File: src/rtl/mem_if_pipe.sv
// mem_if_pipe: register-slice pipeline between CPU memory ports and on-chip memory.
// Each port has REQ_STAGES request registers and RSP_STAGES read-data registers.
// A per-port valid tracker marks the cycle in which s_rddata holds a read response.
// A per-port counter reports how many reads are outstanding.
//
// Interface contract: there is no backpressure. A request is presented for one
// cycle on s_rd/s_wr and is taken unconditionally unless i_flush is high in that
// cycle. s_rvalid is a single-cycle strobe that has no ready; the CPU must capture
// s_rddata in the cycle in which s_rvalid is high.
module mem_if_pipe #(
  parameter int AW         = 16,
  parameter int DW         = 16,
  parameter int NPORT      = 2,
  parameter int REQ_STAGES = 1,
  parameter int RSP_STAGES = 1,
  parameter int MEM_RD_LAT = 1,
  localparam int TOT       = REQ_STAGES + MEM_RD_LAT + RSP_STAGES,
  // The counter is kept at least one bit wide so the port never has zero width.
  localparam int CW        = (TOT > 0) ? $clog2(TOT + 1) : 1
) (
  input  logic                clk,
  input  logic                reset,
  input  logic                i_flush,
  input  logic [NPORT*AW-1:0] s_addr,
  input  logic [NPORT-1:0]    s_rd,
  input  logic [NPORT-1:0]    s_wr,
  input  logic [NPORT*DW-1:0] s_wrdata,
  output logic [NPORT*DW-1:0] s_rddata,
  output logic [NPORT-1:0]    s_rvalid,
  output logic [NPORT*CW-1:0] o_inflight,
  output logic [NPORT-1:0]    o_err,
  output logic [NPORT*AW-1:0] m_addr,
  output logic [NPORT-1:0]    m_rd,
  output logic [NPORT-1:0]    m_wr,
  output logic [NPORT*DW-1:0] m_wrdata,
  input  logic [NPORT*DW-1:0] m_rddata
);

  for (genvar p = 0; p < NPORT; p++) begin : g_port
    logic acc_rd;
    logic acc_wr;
    logic rvalid;
    logic err_q;
    logic err_d;

    // Stage-0 entry: flush drops the request; rd+wr together is forwarded as a write only
    always_comb begin
      acc_wr = s_wr[p] & ~i_flush;
      acc_rd = s_rd[p] & ~s_wr[p] & ~i_flush;
      err_d  = err_q | (s_rd[p] & s_wr[p]);
    end

    // Sticky rd+wr collision flag, cleared only by reset
    always_ff @(posedge clk or negedge reset) begin
      if (!reset) err_q <= 1'b0;
      else        err_q <= err_d;
    end

    assign o_err[p]    = err_q;
    assign s_rvalid[p] = rvalid;

    // ---------------- request path ----------------
    if (REQ_STAGES > 0) begin : g_req
      logic [AW-1:0]         addr_q  [REQ_STAGES];
      logic [AW-1:0]         addr_d  [REQ_STAGES];
      logic [DW-1:0]         wdata_q [REQ_STAGES];
      logic [DW-1:0]         wdata_d [REQ_STAGES];
      logic [REQ_STAGES-1:0] rd_q;
      logic [REQ_STAGES-1:0] rd_d;
      logic [REQ_STAGES-1:0] wr_q;
      logic [REQ_STAGES-1:0] wr_d;

      // Shift the request one stage per cycle; flush kills every strobe in flight
      always_comb begin
        addr_d[0]  = s_addr[p*AW +: AW];
        wdata_d[0] = s_wrdata[p*DW +: DW];
        for (int i = 1; i < REQ_STAGES; i++) begin
          addr_d[i]  = addr_q[i-1];
          wdata_d[i] = wdata_q[i-1];
        end
        rd_d    = rd_q << 1;
        wr_d    = wr_q << 1;
        rd_d[0] = acc_rd;
        wr_d[0] = acc_wr;
        if (i_flush) begin
          rd_d = '0;
          wr_d = '0;
        end
      end

      // Request stage registers
      always_ff @(posedge clk or negedge reset) begin
        if (!reset) begin
          for (int i = 0; i < REQ_STAGES; i++) begin
            addr_q[i]  <= '0;
            wdata_q[i] <= '0;
          end
          rd_q <= '0;
          wr_q <= '0;
        end else begin
          addr_q  <= addr_d;
          wdata_q <= wdata_d;
          rd_q    <= rd_d;
          wr_q    <= wr_d;
        end
      end

      assign m_addr[p*AW +: AW]   = addr_q[REQ_STAGES-1];
      assign m_wrdata[p*DW +: DW] = wdata_q[REQ_STAGES-1];
      assign m_rd[p]              = rd_q[REQ_STAGES-1];
      assign m_wr[p]              = wr_q[REQ_STAGES-1];
    end else begin : g_req_bypass
      assign m_addr[p*AW +: AW]   = s_addr[p*AW +: AW];
      assign m_wrdata[p*DW +: DW] = s_wrdata[p*DW +: DW];
      assign m_rd[p]              = acc_rd;
      assign m_wr[p]              = acc_wr;
    end

    // ---------------- read-data path ----------------
    if (RSP_STAGES > 0) begin : g_rsp
      logic [DW-1:0] rsp_q [RSP_STAGES];
      logic [DW-1:0] rsp_d [RSP_STAGES];

      // Read data shifts every cycle; flush leaves it alone because validity lives in the tracker
      always_comb begin
        rsp_d[0] = m_rddata[p*DW +: DW];
        for (int i = 1; i < RSP_STAGES; i++) begin
          rsp_d[i] = rsp_q[i-1];
        end
      end

      // Response stage registers
      always_ff @(posedge clk or negedge reset) begin
        if (!reset) begin
          for (int i = 0; i < RSP_STAGES; i++) begin
            rsp_q[i] <= '0;
          end
        end else begin
          rsp_q <= rsp_d;
        end
      end

      assign s_rddata[p*DW +: DW] = rsp_q[RSP_STAGES-1];
    end else begin : g_rsp_bypass
      assign s_rddata[p*DW +: DW] = m_rddata[p*DW +: DW];
    end

    // ---------------- valid tracker and outstanding counter ----------------
    if (TOT > 0) begin : g_trk
      logic [TOT-1:0] trk_q;
      logic [TOT-1:0] trk_d;
      logic [CW-1:0]  cnt_q;
      logic [CW-1:0]  cnt_d;

      // Tracker delays each accepted read by TOT cycles; counter mirrors its popcount
      always_comb begin
        trk_d    = trk_q << 1;
        trk_d[0] = acc_rd;
        cnt_d    = cnt_q;
        if (acc_rd && !rvalid)      cnt_d = cnt_q + CW'(1);
        else if (!acc_rd && rvalid) cnt_d = cnt_q - CW'(1);
        if (i_flush) begin
          trk_d = '0;
          cnt_d = '0;
        end
      end

      // Tracker and counter registers
      always_ff @(posedge clk or negedge reset) begin
        if (!reset) begin
          trk_q <= '0;
          cnt_q <= '0;
        end else begin
          trk_q <= trk_d;
          cnt_q <= cnt_d;
        end
      end

      assign rvalid                 = trk_q[TOT-1];
      assign o_inflight[p*CW +: CW] = cnt_q;
    end else begin : g_trk_bypass
      // With no latency at all a read is answered in the cycle it is issued
      assign rvalid                 = acc_rd;
      assign o_inflight[p*CW +: CW] = '0;
    end
  end

endmodule

File: config.mk
export PLATFORM = sky130hd
export DESIGN_NAME = mem_if_pipe
export DESIGN_NICKNAME = d
export VERILOG_FILES = /design/src/rtl/mem_if_pipe.sv
export SDC_FILE = /design/constraint.sdc
export NUM_CORES = 1
export LEC_CHECK = 0
export CAP_MARGIN = 10
export CORE_AREA = 5 5 129 82
export DETAILED_ROUTE_END_ITERATION = 16
export DIE_AREA = 0 0 134 87
export PLACE_DENSITY = 0.78
export SKIP_CTS_REPAIR_TIMING = 1
export SLEW_MARGIN = 20
export SYNTH_ARGS = -nofsm -noshare
export SYNTH_HDL_FRONTEND = slang
export SYNTH_SLANG_ARGS = --single-unit
File: constraint.sdc
create_clock -name clk -period 1.5 [get_ports clk]
set_input_delay 0.45 -clock clk [delete_from_list [all_inputs] [get_ports clk]]
set_output_delay 0.45 -clock clk [all_outputs]
set_load 0.01 [all_outputs]
==> metrics.txt, run 1 <==
status=finished, final reports clean; Core Region=about 0.0094 sq mm; htree depth=3; WP data required=1.05 ns; Synth Flop Type=dfrtp_1; residual DRC count=0; period utilization=between 90% and 100%; drt via density=between 4 and 5; reg2reg end=g_port[0].g_trk.cnt_q[1]; RR Startpoint=g_port[0].g_trk.cnt_q[0]; Sequential Power Share=49.6%; critical path arrival=roughly 0.94 ns; CP bufs+invs=1; first-pass iteration count of the detailed router=2; CP delay by family, top=flip-flops; chip height=roughly 87 um; share of the synthesized area in the top cell type=about 91%; worst vdd ir=approximately 0.57 mV; asr flop ratio synth=100%; Layout Skew=around 0.0062 ns; Cell Count, Final, Fillers Out=roughly 500; setup violators final=0; count of state elements after synthesis=110; largest net degree at the start of global routing=a little over 70; Worst Max-Slew Pin Slew=approximately 0.49 ns; Leakage=between 0.003 and 0.004 uW; Final Hold Fails=0; GR Util All Layers=around 14%; routability cong.=~0.72; Vias=approximately 2000; total grt overflow=0; Clock transition at path regs=about 0.080 ns; crit path cell chain=dlymetal6s2s_1; Critical Path Fanout Max=4; placed cells=about 480; mapped cell area=0.00304 sq mm; CTS Buf Count=9; slowest CP cell=dfrtp_1; achievable frequency=between 0.7 and 0.8 GHz; pins over their slew limit=0; total of max-cap violations=0; Die W=approximately 130 um; relative slew slack=roughly two thirds; Sw Pwr=approximately 1400 uW; largest area contributor in the netlist=dfrtp_1; syn_area_per_cell=around 20 sq um; HP Class=primary input to async pin; FILL cells=approximately 680; area grow syn2layout=93.9%; TritonCTS clock tree=yes; Comb pwr share=a little under an eighth; initial antenna violation count=0; Seq/Total Area, Yosys=a little over 90%; PortBufs=210; vias in the first global route=2207; setup TNS=0 ns; CTS Sinks=110; Clock Latency Late Sink=around 0.34 ns; Setup CP Type=flip-flop to output port; most frequent cell after synthesis=dfrtp_1; Max Root-Sink Buffers=2; worst r2r path cells=4; hpwl dp=approximately 6.3 mm; power per cell area=between 1000 and 1500 mW/mm^2; Worst R2R Setup Slack=0.24 ns; Cell Rows=28; startpoint types=flip-flop; CTS root buf=clkbuf_16; I/O pin count=211; nets@finish=473; final hold slack=a little under 0.09 ns; Final min period=between 1 and 1.5 ns; die footprint=0.0117 sq mm; initial DRC count=62; P_int=4960 uW; Starting Density=32.2%; Routed WL=8.34 mm; Final ANT Viol Nets=0; synthesized net count=252; Unique masters post-synth=11; Post-Synthesis Cells=around 150; max incr delay on CP=0.41 ns; Synth top cells by count=110 x dfrtp_1, 10 x nor2b_1, 8 x buf_4; share of cells above drive strength 1=approximately 8%; number of synthesized flops with an enable pin=0; Clk pwr share=approximately two fifths; first-pass GRT wire length=about 12 mm; switching part of the total=a little over a fifth; Ant. Diodes=0; drt wl/cell=about 17 um; Core Util, Final=62.5%; Setup crit end kind=output port; Ys Warns=0; Area contributors post-synth=dfrtp_1 91%, nor2b_1 2.1%, buf_4 2.0%; RSZ-0062 raised after global routing=false
-- state kept, by name, summed over array words and instances (netlist names) --
register	count
g_port.g_trk.cnt_q	4
g_port.g_req.wr_q	2
g_port.g_req.wdata_q	32
g_port.g_req.addr_q	32
g_port.g_trk.trk_q	6
g_port.g_rsp.rsp_q	32
g_port.err_q	2
-- cells in the final DEF, fill, tap and decap left out --
| master | n |
|---|---|
| dfrtp_1 | 110 |
| dlymetal6s2s_1 | 108 |
| and4bb_1 | 2 |
| a21oi_2 | 2 |
| xnor2_1 | 4 |
| nor2_1 | 6 |
| clkinv_4 | 2 |
| inv_8 | 2 |
| buf_4 | 9 |
| clkbuf_8 | 1 |
| buf_12 | 1 |
| bufinv_16 | 1 |
| mux2_4 | 2 |
| a21o_1 | 2 |
| clkdlybuf4s50_1 | 101 |
| clkbuf_16 | 9 |
| clkinvlp_4 | 1 |
| nor2b_1 | 10 |
| nand2b_1 | 2 |
-- kinds of logic after synthesis --
| family | after synthesis | share of synthesized area [%] |
|---|---|---|
| buf+inv | 9 | 2.10 |
| simple gates | 20 | 4.04 |
| compound gates | 4 | 1.07 |
| xor+xnor | 4 | 1.15 |
| flops | 110 | 90.6 |
| mux | 2 | 0.989 |
-- power by group through the flow --
stage          Combinational, uW  Clock [uW]  Sequential (uW)
2_1_floorplan               52.0           0             3290
3_3_place_gp                 779           0             3210
3_5_place_dp                 790           0             3220
4_1_cts                      794        2530             3160
5_1_grt                      803        2640             3170
6_report                     746        2450             3150
-- how the worst max path moves through the flow --
stage | start | endpoint | cells past startpoint
floorplan | s_wr[0] | g_port[0].g_trk.cnt_q[1] | 3
global placement | s_wr[0] | g_port[0].g_trk.cnt_q[1] | 4
detailed placement | s_wr[0] | g_port[0].g_trk.cnt_q[1] | 4
CTS | g_port[1].g_trk.cnt_q[0] | o_inflight[2] | 1
global route | g_port[0].g_trk.trk_q[2] | s_rvalid[0] | 1
finish | g_port[1].g_trk.cnt_q[0] | o_inflight[2] | 1
-- through the flow --
stage | power, uW | area, sq um | setup WS [ns]
floorplan | 3340 | 3040 | 0.315
global placement | 3990 | 5300 | -0.195
detailed placement | 4010 | 5300 | -0.244
CTS | 6480 | 5610 | -0.289
global route | 6610 | 5890 | 0.0602
finish | 6340 | 5890 | 0.108
-- layer usage --
| metal | GRT usage (%) | share of wire, % | vias up |
|---|---|---|---|
| met1 | 14.8 | 35 | 979 |
| met5 | 0 | 0 | - |
| met4 | 4.48 | 1.2 | 0 |
| met2 | 23.0 | 48 | 133 |
| met3 | 9.24 | 15 | 11 |
| li1 | - | - | 897 |
-- layout make-up --
class                           count  area (sq um)  share of cell area (%)
Timing Repair Buffer              219          2450                    41.6
Sequential cell                   110          2750                    46.7
Tap cell                          120           150                    2.55
Clock buffer                       10           239                    4.06
Clock inverter                      6          77.6                    1.32
Multi-Input combinational cell     30           220                    3.74
Power figures use the tool's default switching activity.
==> run 2: changes to the inputs <==
- clock period: 1.5 -> 1.4 ns (I/O delays scaled with it)
==> metrics.txt, run 2 (synthesis gave the netlist of run 1 again) <==
status=finished, final reports clean; Setup crit end kind=flip-flop; share of cells above drive strength 1=8.44% (+0.44 points); drt via density=4.08 (-0.11%); largest net degree at the start of global routing=40 (-44%); drt wl/cell=17.5 um (+3.9%); die footprint=0.0117 sq mm (unchanged); power per cell area=1160 mW/mm^2 (+7.5%); achievable frequency=0.741 GHz; Worst Max-Slew Pin Slew=0.215 ns (-0.277 ns); period utilization=a little over nine tenths; Core Region=0.00942 sq mm (unchanged); PortBufs=210 (unchanged); HP Class=flip-flop to flip-flop; TritonCTS clock tree=yes; initial DRC count=54 (-13%); chip height=87 um (unchanged); Layout Skew=0.00425 ns (-0.00194 ns); critical path arrival=1.58 ns (+0.64 ns); first-pass GRT wire length=12.5 mm (+3.0%); Setup CP Type=primary input to flip-flop; RSZ-0062 raised after global routing=false; Critical Path Fanout Max=4 (unchanged); Die W=134 um (unchanged); Ant. Diodes=0 (unchanged); vias in the first global route=2213 (+0.27%); Tot Pwr=6890 uW (+8.6%); Final min period=about 1.4 ns; area grow syn2layout=96.0%; Register Area=0.00275 sq mm (unchanged); Routed WL=8.74 mm (+4.8%); Cell Count, Final, Fillers Out=499 (+0.81%); most frequent cells in the layout=110 x dfrtp_1, 108 x dlymetal6s2s_1, 101 x clkdlybuf4s50_1, 10 x nor2b_1, 10 x buf_4; FILL cells=642 (-5.4%); biggest regs=g_port.g_req.addr_q: 32 flops, g_port.g_req.wdata_q: 32 flops, g_port.g_rsp.rsp_q: 32 flops; slowest CP cell=clkdlybuf4s50_1; max incr delay on CP=0.51 ns (+0.10 ns); Vias=2034 (+0.69%); total grt overflow=0 (unchanged); hpwl dp=6.56 mm (+4.0%); Leakage=0.00348 uW (+0.98%); initial antenna violation count=0 (unchanged); htree depth=3 (unchanged); WP data required=1.63 ns (+0.58 ns); Final Hold Fails=0 (unchanged); Cell Rows=28 (unchanged); area occupied by multi-input gates=220 sq um (unchanged); I/O pin count=211 (unchanged); Final ANT Viol Nets=0 (unchanged); CTS Buf Count=9 (unchanged); total of max-cap violations=0 (unchanged); Clock transition at path regs=0.07 ns (about the same); startpoint types=primary input; GR Util All Layers=14.6% (+0.58 points); Worst R2R Setup Slack=0.12 ns (-0.12 ns); nets@finish=477 (+0.85%); relative slew slack=85.6% (+18 points); Max Root-Sink Buffers=2 (unchanged); final hold slack=0.457 ns (+0.370 ns); CTS Sinks=110 (unchanged); routability cong.=0.739 (+3.4%); CTS root buf=clkbuf_16; residual DRC count=0 (unchanged); pins over their slew limit=0 (unchanged); placed cells=482 (+0.84%); crit path cell chain=clkdlybuf4s50_1 -> and4bb_1 -> a21oi_2 -> mux2_4; commonest non-fill, non-tap cell in the layout=dfrtp_1; worst vdd ir=0.984 mV (+72%); first-pass iteration count of the detailed router=4 (+2); setup violators final=0 (unchanged); Starting Density=32.2% (unchanged); Clock Latency Late Sink=0.34 ns (about the same)
-- run 2: final timing paths --
| path | startpoint | to | depth (start not counted) |
|---|---|---|---|
| setup / recovery | s_wr[0] | g_port[0].g_trk.cnt_q[1] | 4 |
| hold / removal | g_port[1].err_q | g_port[1].err_q | 1 |
| setup reg to reg | g_port[0].g_trk.cnt_q[0] | g_port[0].g_trk.cnt_q[1] | 4 |
| hold reg to reg | g_port[1].err_q | g_port[1].err_q | 1 |
| max in group asynchronous | reset | g_port[0].g_rsp.rsp_q[0] | 3 |
| min in group asynchronous | reset | g_port[1].g_req.addr_q[1] | 2 |
-- run 2: through the flow --
stage | setup TNS [ns] | instance area [sq um] | worst slack [ns] | utilization, %
floorplan | 0 | 3040 | 0.236 | -
global placement | -0.708 | 5350 | -0.271 | 56.8
detailed placement | -0.864 | 5350 | -0.312 | 56.8
CTS | -27.09 | 5670 | -0.324 | 60.2
global route | 0 | 5950 | 0.0147 | 63.1
finish | 0 | 5950 | 0.0498 | 63.1
-- run 2: power by group --
group          switching (uW)  internal (uW)  total, uW
clock network            1110           1580       2700
registers                42.7           3330       3370
logic                     295            526        820
-- run 2: final cells by class --
cell class                      instances  area share [%]
Timing Repair Buffer                  223            42.1
Sequential cell                       110            46.3
Clock inverter                          6            1.53
Clock buffer                           10            3.85
Tap cell                              120            2.52
Multi-Input combinational cell         30            3.70
-- run 2: per-layer routing --
metal	part of all wire, %	global-route usage (%)
met1	35	14.7
met4	1.6	5.23
met5	0	0
met3	14	9.93
met2	49	24.2
-- run 2: worst max-delay path: cells and delay by family --
family	cells	cell delay (ns)
simple gates	1	0.21
compound gates	1	0.13
mux	1	0.31
buf+inv	1	0.51
